File: src/rtl/sram_port_ctrl.sv
// sram_port_ctrl: drives one port of a synchronous SRAM with a 1-cycle registered read.
// Requests are accepted on a valid/ready handshake. Read data returns in order
// through a small response FIFO. An init engine fills the whole memory after
// reset and whenever init_start is pulsed.
module sram_port_ctrl #(
  parameter int unsigned           DATA_WIDTH = 32,
  parameter int unsigned           ADDR_WIDTH = 10,
  parameter int unsigned           MEM_DEPTH  = 1 << ADDR_WIDTH,
  parameter int unsigned           RSP_DEPTH  = 4,
  parameter logic [DATA_WIDTH-1:0] INIT_VALUE = '0
) (
  input  logic                  clk,
  input  logic                  rst_n,
  input  logic                  init_start,
  output logic                  init_busy,
  input  logic                  req_valid,
  output logic                  req_ready,
  input  logic                  req_we,
  input  logic [ADDR_WIDTH-1:0] req_addr,
  input  logic [DATA_WIDTH-1:0] req_wdata,
  output logic                  rsp_valid,
  input  logic                  rsp_ready,
  output logic [DATA_WIDTH-1:0] rsp_rdata,
  output logic                  mem_we,
  output logic [ADDR_WIDTH-1:0] mem_addr,
  output logic [DATA_WIDTH-1:0] mem_din,
  input  logic [DATA_WIDTH-1:0] mem_dout
);

  localparam int unsigned PTR_W = $clog2(RSP_DEPTH);
  localparam int unsigned CNT_W = PTR_W + 1;
  localparam logic [CNT_W:0]      RSP_LIMIT  = (CNT_W + 1)'(RSP_DEPTH);
  localparam logic [CNT_W-1:0]    FIFO_FULL  = CNT_W'(RSP_DEPTH);
  localparam logic [ADDR_WIDTH:0] SWEEP_LAST = (ADDR_WIDTH + 1)'(MEM_DEPTH - 1);

  typedef enum logic {
    S_INIT,
    S_RUN
  } state_t;

  state_t                  state;
  logic [ADDR_WIDTH:0]     sweep_cnt;
  logic                    init_pend;
  logic                    rd_pending;
  logic [ADDR_WIDTH-1:0]   last_addr;
  logic [DATA_WIDTH-1:0]   last_din;

  logic [DATA_WIDTH-1:0]   fifo_mem [RSP_DEPTH];
  logic [PTR_W-1:0]        wr_ptr;
  logic [PTR_W-1:0]        rd_ptr;
  logic [CNT_W-1:0]        fifo_count;

  logic                    fifo_empty;
  logic                    fifo_full;
  logic                    credit_ok;
  logic                    accept;
  logic                    push;
  logic                    pop;

  // Handshake, credit check and SRAM port drive; all outputs are forced idle while rst_n is low.
  always_comb begin
    fifo_empty = (fifo_count == '0);
    fifo_full  = (fifo_count == FIFO_FULL);
    // Reads already issued but not yet popped (in flight or queued) consume FIFO credit.
    credit_ok  = ({1'b0, fifo_count} + {{CNT_W{1'b0}}, rd_pending}) < RSP_LIMIT;
    req_ready  = rst_n && (state == S_RUN) && !init_pend && credit_ok;
    accept     = req_valid && req_ready;
    rsp_valid  = rst_n && !fifo_empty;
    pop        = rsp_valid && rsp_ready;
    push       = rst_n && rd_pending;
    rsp_rdata  = fifo_empty ? '0 : fifo_mem[rd_ptr];
    init_busy  = !rst_n || (state == S_INIT) || init_pend;

    mem_we   = 1'b0;
    mem_addr = last_addr;
    mem_din  = last_din;
    if (rst_n) begin
      if (state == S_INIT) begin
        mem_we   = 1'b1;
        mem_addr = sweep_cnt[ADDR_WIDTH-1:0];
        mem_din  = INIT_VALUE;
      end else if (accept) begin
        mem_we   = req_we;
        mem_addr = req_addr;
        mem_din  = req_wdata;
      end
    end
  end

  // Control FSM: init sweep, pending-init drain, read-pending flag and held port values.
  always_ff @(posedge clk) begin
    if (!rst_n) begin
      state      <= S_INIT;
      sweep_cnt  <= '0;
      init_pend  <= 1'b0;
      rd_pending <= 1'b0;
      last_addr  <= '0;
      last_din   <= '0;
    end else begin
      rd_pending <= accept && !req_we;
      if ((state == S_INIT) || accept) begin
        last_addr <= mem_addr;
        last_din  <= mem_din;
      end
      case (state)
        S_INIT: begin
          if (sweep_cnt == SWEEP_LAST) begin
            state     <= S_RUN;
            sweep_cnt <= '0;
          end else begin
            sweep_cnt <= sweep_cnt + 1'b1;
          end
        end
        S_RUN: begin
          if (init_pend && !rd_pending && fifo_empty) begin
            state     <= S_INIT;
            init_pend <= 1'b0;
          end else if (init_start) begin
            init_pend <= 1'b1;
          end
        end
        default: state <= S_INIT;
      endcase
    end
  end

  // Response FIFO pointers and occupancy.
  always_ff @(posedge clk) begin
    if (!rst_n) begin
      wr_ptr     <= '0;
      rd_ptr     <= '0;
      fifo_count <= '0;
    end else begin
      assert (!(push && fifo_full));
      if (push) wr_ptr <= wr_ptr + 1'b1;
      if (pop)  rd_ptr <= rd_ptr + 1'b1;
      case ({push, pop})
        2'b10:   fifo_count <= fifo_count + 1'b1;
        2'b01:   fifo_count <= fifo_count - 1'b1;
        default: fifo_count <= fifo_count;
      endcase
    end
  end

  // Response FIFO storage; captures SRAM read data the cycle after a read is issued.
  always_ff @(posedge clk) begin
    if (push) fifo_mem[wr_ptr] <= mem_dout;
  end

endmodule

File: config.mk
export PLATFORM = sky130hd
export DESIGN_NAME = sram_port_ctrl
export DESIGN_NICKNAME = d
export VERILOG_FILES = /design/src/rtl/sram_port_ctrl.sv
export SDC_FILE = /design/constraint.sdc
export NUM_CORES = 1
export LEC_CHECK = 0
export CAP_MARGIN = 30
export CORE_UTILIZATION = 45
export DETAILED_ROUTE_END_ITERATION = 10
export PLACE_DENSITY = 0.78
export SLEW_MARGIN = 0
export SYNTH_ARGS = -nofsm -noshare
export SYNTH_HDL_FRONTEND = slang
export SYNTH_SLANG_ARGS = --single-unit
File: constraint.sdc
create_clock -name clk -period 2.6 [get_ports clk]
set_input_delay 0.52 -clock clk [delete_from_list [all_inputs] [get_ports clk]]
set_output_delay 0.52 -clock clk [all_outputs]
set_load 0.02 [all_outputs]
==> metrics.txt, run 1 <==
# nets final 861; top_reg_cell synth edfxtp_1; grt total ovfl 0; mapped cell area 8009 sq um; clock-pin slew on the worst setup and hold paths 70 ps; total CTS buffers 17; Die X 135.4 um; Final period util 102.1%; CP startpoint kind flip-flop; Non-Filler Instances 1012; area of the multi-input gates 2676 sq um; setup ws final -55.59 ps; sequential cell area fraction in the yosys report 64.24%; Seq. cell area 5155 sq um; number of synthesized flops with an enable pin 128; gpl congestion 0.8472; Unique masters post-synth 42; Worst Path Arrival 2140 ps; sw power 1286 uW; Synth area leaders edfxtp_1, dfxtp_1, mux4_2; cell taking the most area after synthesis edfxtp_1; Final min period 2656 ps; post-synth net total 669; internal power 4679 uW; first-pass GRT wire length 29040 um; wire per inst 18.49 um; clock share of power 40.1%; YS warnings 0; syn_area_per_cell 13.76 sq um; Total GRT Usage 21.00%; DPL Wire Length 12210 um; Die ar. 18330 sq um; pwr/cell area 548.8 nW/um^2; vias 5431; peak supply drop 0.4566 mV; combinational share of power 5.0%; DRC 0; Root Driver clkbuf_16; TritonCTS clock tree yes; IO Count 158; fillers 1277; share of the synthesized area in the top cell type 47.99%; Port Buffers 157; relative slew slack 58.86%; later-pin clock latency in the skew report 430 ps; largest net degree at the start of global routing 38; sequential share of power 54.9%; Vias/cell 5.367; worst hold path type reg2reg; first-pass detailed-route iteration total 4; failing checks negative setup slack; DIE HEIGHT 135.4 um; Worst-Margin Slew 613.4 ps; Setup crit end kind primary output; Synth Instances 582; register bit total from synthesis 193; status finished, violations left; setup TNS -962.1 ps; ant diodes 0; initial drt markers 282; H-tree depth reported by CTS 4; overall routed net length 18710 um; FP Rows 48; Leakage 0.003941 uW; Sw Share 21.55%; Final Hold Vio Count 0; Slew Viols, Final 0; Synth async-reset ratio 0%; Setup CP Type reg2out; Crit Path Max Fanout 11; placed insts 969; Synth-to-Final Area Change 35.70%; max-cap violation count 0; # hold bufs at CTS 0; core area 17360 sq um; CTS Sinks 193; antenna-violating nets left 0; Final Skew 11.94 ps; Max Fclk 0.3766 GHz; vias in the first global route 5587; most common cell after layout, fill and taps aside edfxtp_1; pre-CTS worst setup slack -520.6 ps; initial antenna violation count 1; RSZ-0062 raised after global routing yes; endpoints failing setup 27; CTS Buffer Depth 2; layout cells sized above 1 24.65%; Initial Utilization 46.14%; Crit path required time 2080 ps; commonest cells after routing, fill and taps aside edfxtp_1, nand2_1, clkdlybuf4s50_1
[layer usage]
layer	vias to the layer above	share of wire [%]	global-route usage [%]
met5	-	0.059	0
met4	2	1.9	7.615
met3	33	6.5	5.238
met2	197	50	36.27
met1	2647	41	25.40
li1	2552	-	-
[per-stage QoR]
step / total power (uW) / util (%) / cell area (sq um) / hold WS, ps
after CTS: 5998 / 61.58 / 10690 / 458.6
after floorplan: 3425 / - / 8009 / 436.0
after global routing: 6147 / 62.62 / 10870 / 482.6
final: 5965 / 62.62 / 10870 / 457.7
after global placement: 3614 / 58.61 / 10170 / 440.8
after detailed placement: 3627 / 58.61 / 10170 / 448.6
[worst max-delay path, cell delays in order (launching register included)]
cell	delay, ps
dfxtp_2	330
and3_4	200
or4b_4	540
nor2_8	170
buf_12	160
a22o_1	180
buf_6	130
[registers in the layout (all words and copies together), names as in the netlist, named ones only]
name / count
init_pend: 1
last_addr: 10
fifo_mem: 128
fifo_count: 3
rd_pending: 1
wr_ptr: 2
sweep_cnt: 11
rd_ptr: 2
state: 1
last_din: 32
[power by group through the flow]
stage	Sequential, uW	Clock, uW	Combinational, uW
after floorplan	3340	0	82.4
after global placement	3340	0	271
after detailed placement	3340	0	283
after CTS	3280	2430	292
after global routing	3270	2550	322
final	3270	2390	299
[synthesized netlist by cell type, drive strengths merged (4+ instances only)]
cell / number
clkbuf: 29
o21ai: 13
nor2: 22
and3: 6
edfxtp: 128
a31oi: 10
buf: 10
xor2: 8
nand2: 89
and2: 33
inv: 8
mux2: 20
xnor2: 5
a22o: 27
a21oi: 38
ha: 6
nand4: 4
dfxtp: 65
o2bb2ai: 4
mux4: 32
[path summary, 6_finish.rpt]
kind                                     from       endpoint  slack (ps)  cells past startpoint
worst max register to register  fifo_count[2]  fifo_count[2]         200                     11
worst max-delay path               rd_pending     mem_din[3]         -60                      6
worst min register to register    last_din[1]    last_din[1]         460                      2
worst min-delay path              last_din[1]    last_din[1]         460                      2
[cell type report]
class,count,share of cell area (%)
inverters,8,0.2763
repair buffers,212,20.10
clock buffers,19,3.983
flip-flops and latches,193,47.43
clock inverters,13,0.9901
well taps,225,2.590
multi-input cells,342,24.63
[kinds of logic after synthesis]
| logic type | Yosys count | share of synthesized area (%) |
|---|---|---|
| flip-flops | 193 | 64.24 |
| AND/OR/NAND/NOR | 171 | 10.42 |
| AO/OA/AOI/OAI | 97 | 7.999 |
| multiplexers | 54 | 12.06 |
| buffers and inverters | 47 | 2.671 |
| XOR/XNOR | 13 | 1.422 |
| adder cells (fa/ha/maj) | 7 | 1.187 |
[repair_timing]
item / CTS / global route
gates cloned: 2 / 3
setup buffers: 3 / 3
pin swaps: 0 / 6
setup endpoints to repair: 78 / 48
hold endpoints to repair: 0 / 0
gates resized for setup: 255 / 50
(Power assumes the default switching activity.)
==> run 2: changes to the inputs <==
--- a/config.mk
+++ b/config.mk
@@ -9,6 +9,7 @@
 export CORE_UTILIZATION = 45
 export DETAILED_ROUTE_END_ITERATION = 10
 export PLACE_DENSITY = 0.78
+export SKIP_CTS_REPAIR_TIMING = 1
 export SLEW_MARGIN = 0
 export SYNTH_ARGS = -nofsm -noshare
 export SYNTH_HDL_FRONTEND = slang
==> run 2 against run 1 <==
Compared with the run above:
- the flow still finishes with violations (negative setup slack)
- non-clock buffer count shrank 2
- register-to-register slack gained 30 ps
- clock skew grew 1.4 ps
- critical path depth up 1
- clock-buffer cell count unchanged
- sequential power barely moved
- sequential share of layout area fell by 1.2 points
- core utilization is 1.5 points higher
- first-iteration DRC count up 26%
- largest cell class unchanged
- highest routed layer is now met4
==> metrics.txt, run 2 (synthesis results as in run 1) <==
Final min period 2659 ps; Final period util 102.3%; clock share of power 40.0%; Setup crit end kind primary output; sequential share of power 54.7%; worst hold path type reg2reg; Biggest register fifo_mem; largest net degree at the start of global routing 38; wire per inst 19.01 um; Reg2Reg Setup Slack 230 ps; max-cap violation count 0; Setup CP Type reg2out; CP startpoint kind flip-flop; total CTS buffers 17; failing checks negative setup slack; clock-pin slew on the worst setup and hold paths 70 ps; combinational share of power 5.3%; Die ar. 18330 sq um; setup ws final -58.80 ps; sw power 1295 uW; Root Driver clkbuf_16; Total GRT Usage 20.58%; Crit path required time 2080 ps; CTS Sinks 193; Die X 135.4 um; RSZ-0062 raised after global routing yes; Max Fclk 0.3761 GHz; Crit Path Max Fanout 6; total power 5984 uW; Worst Path Arrival 2140 ps; # nets final 859; slowest stage cell, crit path nor4b_4; DRC 0; Slew Viols, Final 0; initial antenna violation count 0; commonest cells after routing, fill and taps aside edfxtp_1, nand2_1, clkdlybuf4s50_1; first-pass GRT wire length 28480 um; Port Buffers 157; Final Hold Vio Count 0; status finished, violations left; vias 5420; Vias/cell 5.366; grt total ovfl 0; Final Skew 13.31 ps; antenna-violating nets left 0; core area 17360 sq um; first-pass detailed-route iteration total 5; endpoints failing setup 36; fillers 1221; CTS Buffer Depth 2; layout cells sized above 1 25.35%; Buffers & Inverters on Critical Path 3; initial drt markers 354; Leakage 0.004517 uW; internal power 4689 uW; H-tree depth reported by CTS 4; Synth-to-Final Area Change 39.06%; Worst-Margin Slew 603.3 ps; post-route cell area 11140 sq um; Largest regs fifo_mem: 128 flops, last_din: 32 flops, sweep_cnt: 11 flops; IO Count 158; DPL Wire Length 12210 um; ant diodes 0; overall routed net length 19200 um; Initial Utilization 46.14%; DIE HEIGHT 135.4 um; peak supply drop 0.4764 mV; Sw Share 21.64%; most common cell after layout, fill and taps aside edfxtp_1; DP Area 10170 sq um; later-pin clock latency in the skew report 430 ps; critical path's top delay family simple AND/OR/NAND/NOR gates; pwr/cell area 537.3 nW/um^2; gpl congestion 0.8472; vias in the first global route 5507; FP Rows 48; Largest register FFs 128; CP cell instances and3_4 > nor4b_4 > o21ai_4 > buf_12 > buf_8 > a22o_1 > buf_6; biggest cell delay along the critical path 380 ps; TritonCTS clock tree yes; relative slew slack 59.54%
## run 2: cell types whose count changed in the layout (fill, tap and decap cells not counted), sizes merged
cell and delta:
buf -4, clkdlybuf4s15 -15, dlygate4sd2 -19, dlymetal6s2s +36
## run 2: cell type report
cell class / count / area (sq um) / share of cell area [%]
tap: 225 / 281.5 / 2.528
inverter: 8 / 30.03 / 0.2696
clock inverter: 13 / 107.6 / 0.9662
sequential: 193 / 5150 / 46.24
multi-input combinational: 342 / 2774 / 24.91
clock buffer: 19 / 432.9 / 3.887
timing repair buffer: 210 / 2361 / 21.20
## run 2: tightest hold or removal path, stage by stage (launching register included)
cell	delay [ps]
dfxtp_1	310
nand2_1	50
a21oi_1	50
## run 2: final timing paths
check | from | to | depth (start not counted)
setup / recovery | fifo_count[1] | mem_din[2] | 7
hold / removal | last_din[1] | last_din[1] | 2
setup reg to reg | fifo_count[2] | fifo_count[2] | 11
hold reg to reg | last_din[1] | last_din[1] | 2
## run 2: power by group through the flow
stage | registers [uW] | logic (uW) | clock network (uW)
finish | 3280 | 315 | 2390
global route | 3270 | 337 | 2550
CTS | 3280 | 285 | 2430
detailed placement | 3340 | 283 | 0
global placement | 3340 | 271 | 0
floorplan | 3340 | 82.4 | 0
## run 2: through the flow
step                hold slack [ps]  setup slack, ps  cells  utilization (%)  setup TNS, ps
floorplan                     436.0            200.6    582                -              0
global placement              440.8           -486.9    969            58.61         -19960
detailed placement            448.6           -520.6    969            58.61         -21330
CTS                           458.6           -524.1   1001            61.73         -27000
global route                  482.7           -129.6   1010            64.17          -3673
finish                        460.5           -58.80   1010            64.17          -1195
## run 2: per-layer routing
| metal | wire length [um] | vias to the layer above | track usage, % |
|---|---|---|---|
| met5 | 0 | - | 0 |
| met4 | 299 | 0 | 6.554 |
| met3 | 1343 | 26 | 5.013 |
| met2 | 9651 | 218 | 35.21 |
| met1 | 7906 | 2635 | 25.60 |
| li1 | - | 2541 | - |
==> run 3: changes to the inputs <==
--- a/config.mk
+++ b/config.mk
@@ -5,10 +5,13 @@
 export SDC_FILE = /design/constraint.sdc
 export NUM_CORES = 1
 export LEC_CHECK = 0
+export ABC_AREA = 1
 export CAP_MARGIN = 30
+export CORE_MARGIN = 2
 export CORE_UTILIZATION = 45
 export DETAILED_ROUTE_END_ITERATION = 10
 export PLACE_DENSITY = 0.78
+export RECOVER_POWER = 25
 export SKIP_CTS_REPAIR_TIMING = 1
 export SLEW_MARGIN = 0
 export SYNTH_ARGS = -nofsm -noshare
==> run 3 against run 2 <==
Compared with the run above:
- the flow now finishes without violations
- critical path depth rose by 2
- worst setup slack gained 170 ps
- sequential power is essentially flat
- hold slack worse by 3.0 ps
- clock skew is 5.4 ps lower
- final cell count up 25%
- via count is 17% higher
- first-iteration DRC count decreased by 1.4%
- clock power grew 6%
==> metrics.txt, run 3 <==
Max Fclk 0.4025 GHz; total power 6043 uW; peak supply drop 0.4280 mV; top cells by count, synth nor2_1, nand2_1, edfxtp_1; placed insts 1230; Leakage 0.005300 uW; post-synth net total 926; gpl congestion 0.8266; DIE HEIGHT 138.2 um; Non-Filler Instances 1265; setup TNS 0 ps; Crit Path Max Fanout 4; total CTS buffers 17; endpoints failing setup 0; Final Hold Vio Count 0; core area 17840 sq um; Setup CP Type in2out; Crit path required time 2080 ps; Synth Instances 839; fillers 1425; commonest cells after routing, fill and taps aside nor2_1, nand2_1, edfxtp_1; CTS Sinks 193; Worst-Margin Slew 625.6 ps; Port Buffers 157; Largest regs fifo_mem: 128 flops, last_din: 32 flops, sweep_cnt: 11 flops; Die X 138.2 um; Vias/cell 5.029; DPL Wire Length 11550 um; Synth async-reset ratio 0%; status finished clean; Die ar. 19100 sq um; max-cap violation count 0; CTS Buffer Depth 2; H-tree depth reported by CTS 4; FP Rows 49; Biggest register fifo_mem; pwr/cell area 544.2 nW/um^2; first-pass detailed-route iteration total 7; antenna-violating nets left 0; Root Driver clkbuf_16; count leader, synth nor2_1; vias 6362; Synth-to-Final Area Change 37.01%; syn_area_per_cell 9.659 sq um; Unique masters post-synth 32; Slew Viols, Final 0; relative slew slack 58.07%; share of the synthesized area in the top cell type 47.43%; mapped cell area 8104 sq um; CP startpoint kind input pin; wire per inst 14.58 um; layout cells sized above 1 10.52%; sequential cell area fraction in the yosys report 63.49%; overall routed net length 18450 um; Largest register FFs 128; vias in the first global route 5810; largest net degree at the start of global routing 65; Total GRT Usage 18.74%; cell taking the most area after synthesis edfxtp_1; grt total ovfl 0; Synth area leaders edfxtp_1, dfxtp_1, nor2_1; Final min period 2484 ps; Final Skew 7.939 ps; later-pin clock latency in the skew report 420 ps; initial drt markers 349; Final period util 95.55%; Finished Core Util 62.23%; Setup crit end kind primary output; clock-pin slew on the worst setup and hold paths 70 ps; IO Count 158; number of synthesized flops with an enable pin 128; most common cell after layout, fill and taps aside nor2_1; Worst Path Arrival 1960 ps; # nets final 1111; register bit total from synthesis 193; first-pass GRT wire length 28810 um; top_reg_cell synth edfxtp_1; initial antenna violation count 0; TritonCTS clock tree yes; ant diodes 0; Initial Utilization 45.42%; DRC 0; YS warnings 0; worst hold path type reg2reg
-- run 3: metrics by stage --
stage	worst slack [ps]	hold slack, ps	cell area [sq um]
final	115.6	457.5	11100
after global routing	-14.32	475.2	11100
after CTS	-469.7	460.3	10890
after detailed placement	-452.9	448.7	10310
after global placement	-444.5	440.5	10310
after floorplan	-27.86	432.5	8104
-- run 3: cells by family (layout without fill, tap and decap cells) --
kind of cell / count (synthesis) / count (layout) / synth area share (%)
buf+inv: 110 / 307 / 5.558
compound gates: 187 / 187 / 12.35
fa+ha+maj: 7 / 7 / 1.173
xor+xnor: 3 / 3 / 0.3243
simple gates: 339 / 339 / 17.11
flops: 193 / 193 / 63.49
-- run 3: path summary, 6_finish.rpt --
path / slack (ps) / cells past startpoint / to / start
max: 120 / 9 / mem_din[9] / req_valid
min: 460 / 2 / sweep_cnt[10] / sweep_cnt[10]
max reg2reg: 650 / 10 / fifo_count[2] / fifo_count[2]
min reg2reg: 460 / 2 / sweep_cnt[10] / sweep_cnt[10]
-- run 3: area by class of cell --
type                    count  area, sq um  share of cell area, %
clock buffers              17        425.4                  3.831
clock inverters            14        152.6                  1.375
inverters                  63        247.7                  2.231
multi-input cells         536         2539                  22.86
flip-flops and latches    193         5147                  46.36
well taps                 229        286.5                  2.581
repair buffers            213         2305                  20.76
-- run 3: report_power, final --
| group | switching (uW) | internal [uW] | leakage (uW) |
|---|---|---|---|
| clock | 1110 | 1430 | 0.000276 |
| combinational | 99.5 | 129 | 0.00335 |
| sequential | 6.38 | 3270 | 0.00168 |
-- run 3: critical path, cell delays in order --
cell and delay [ps]:
clkdlybuf4s50_1 540, nand4_4 150, inv_2 160, buf_4 140, nand2_1 40, nand2_1 60, nand2_1 60, nand2_1 70
dlymetal6s2s_1 230
-- run 3: metal layers --
metal / GRT usage [%] / share of wire, % / routed length [um]
met2: 31.68 / 49 / 8994
met4: 5.693 / 1.2 / 228
met5: 0 / 0 / 0
met1: 24.03 / 44 / 8050
met3: 4.607 / 6.4 / 1175
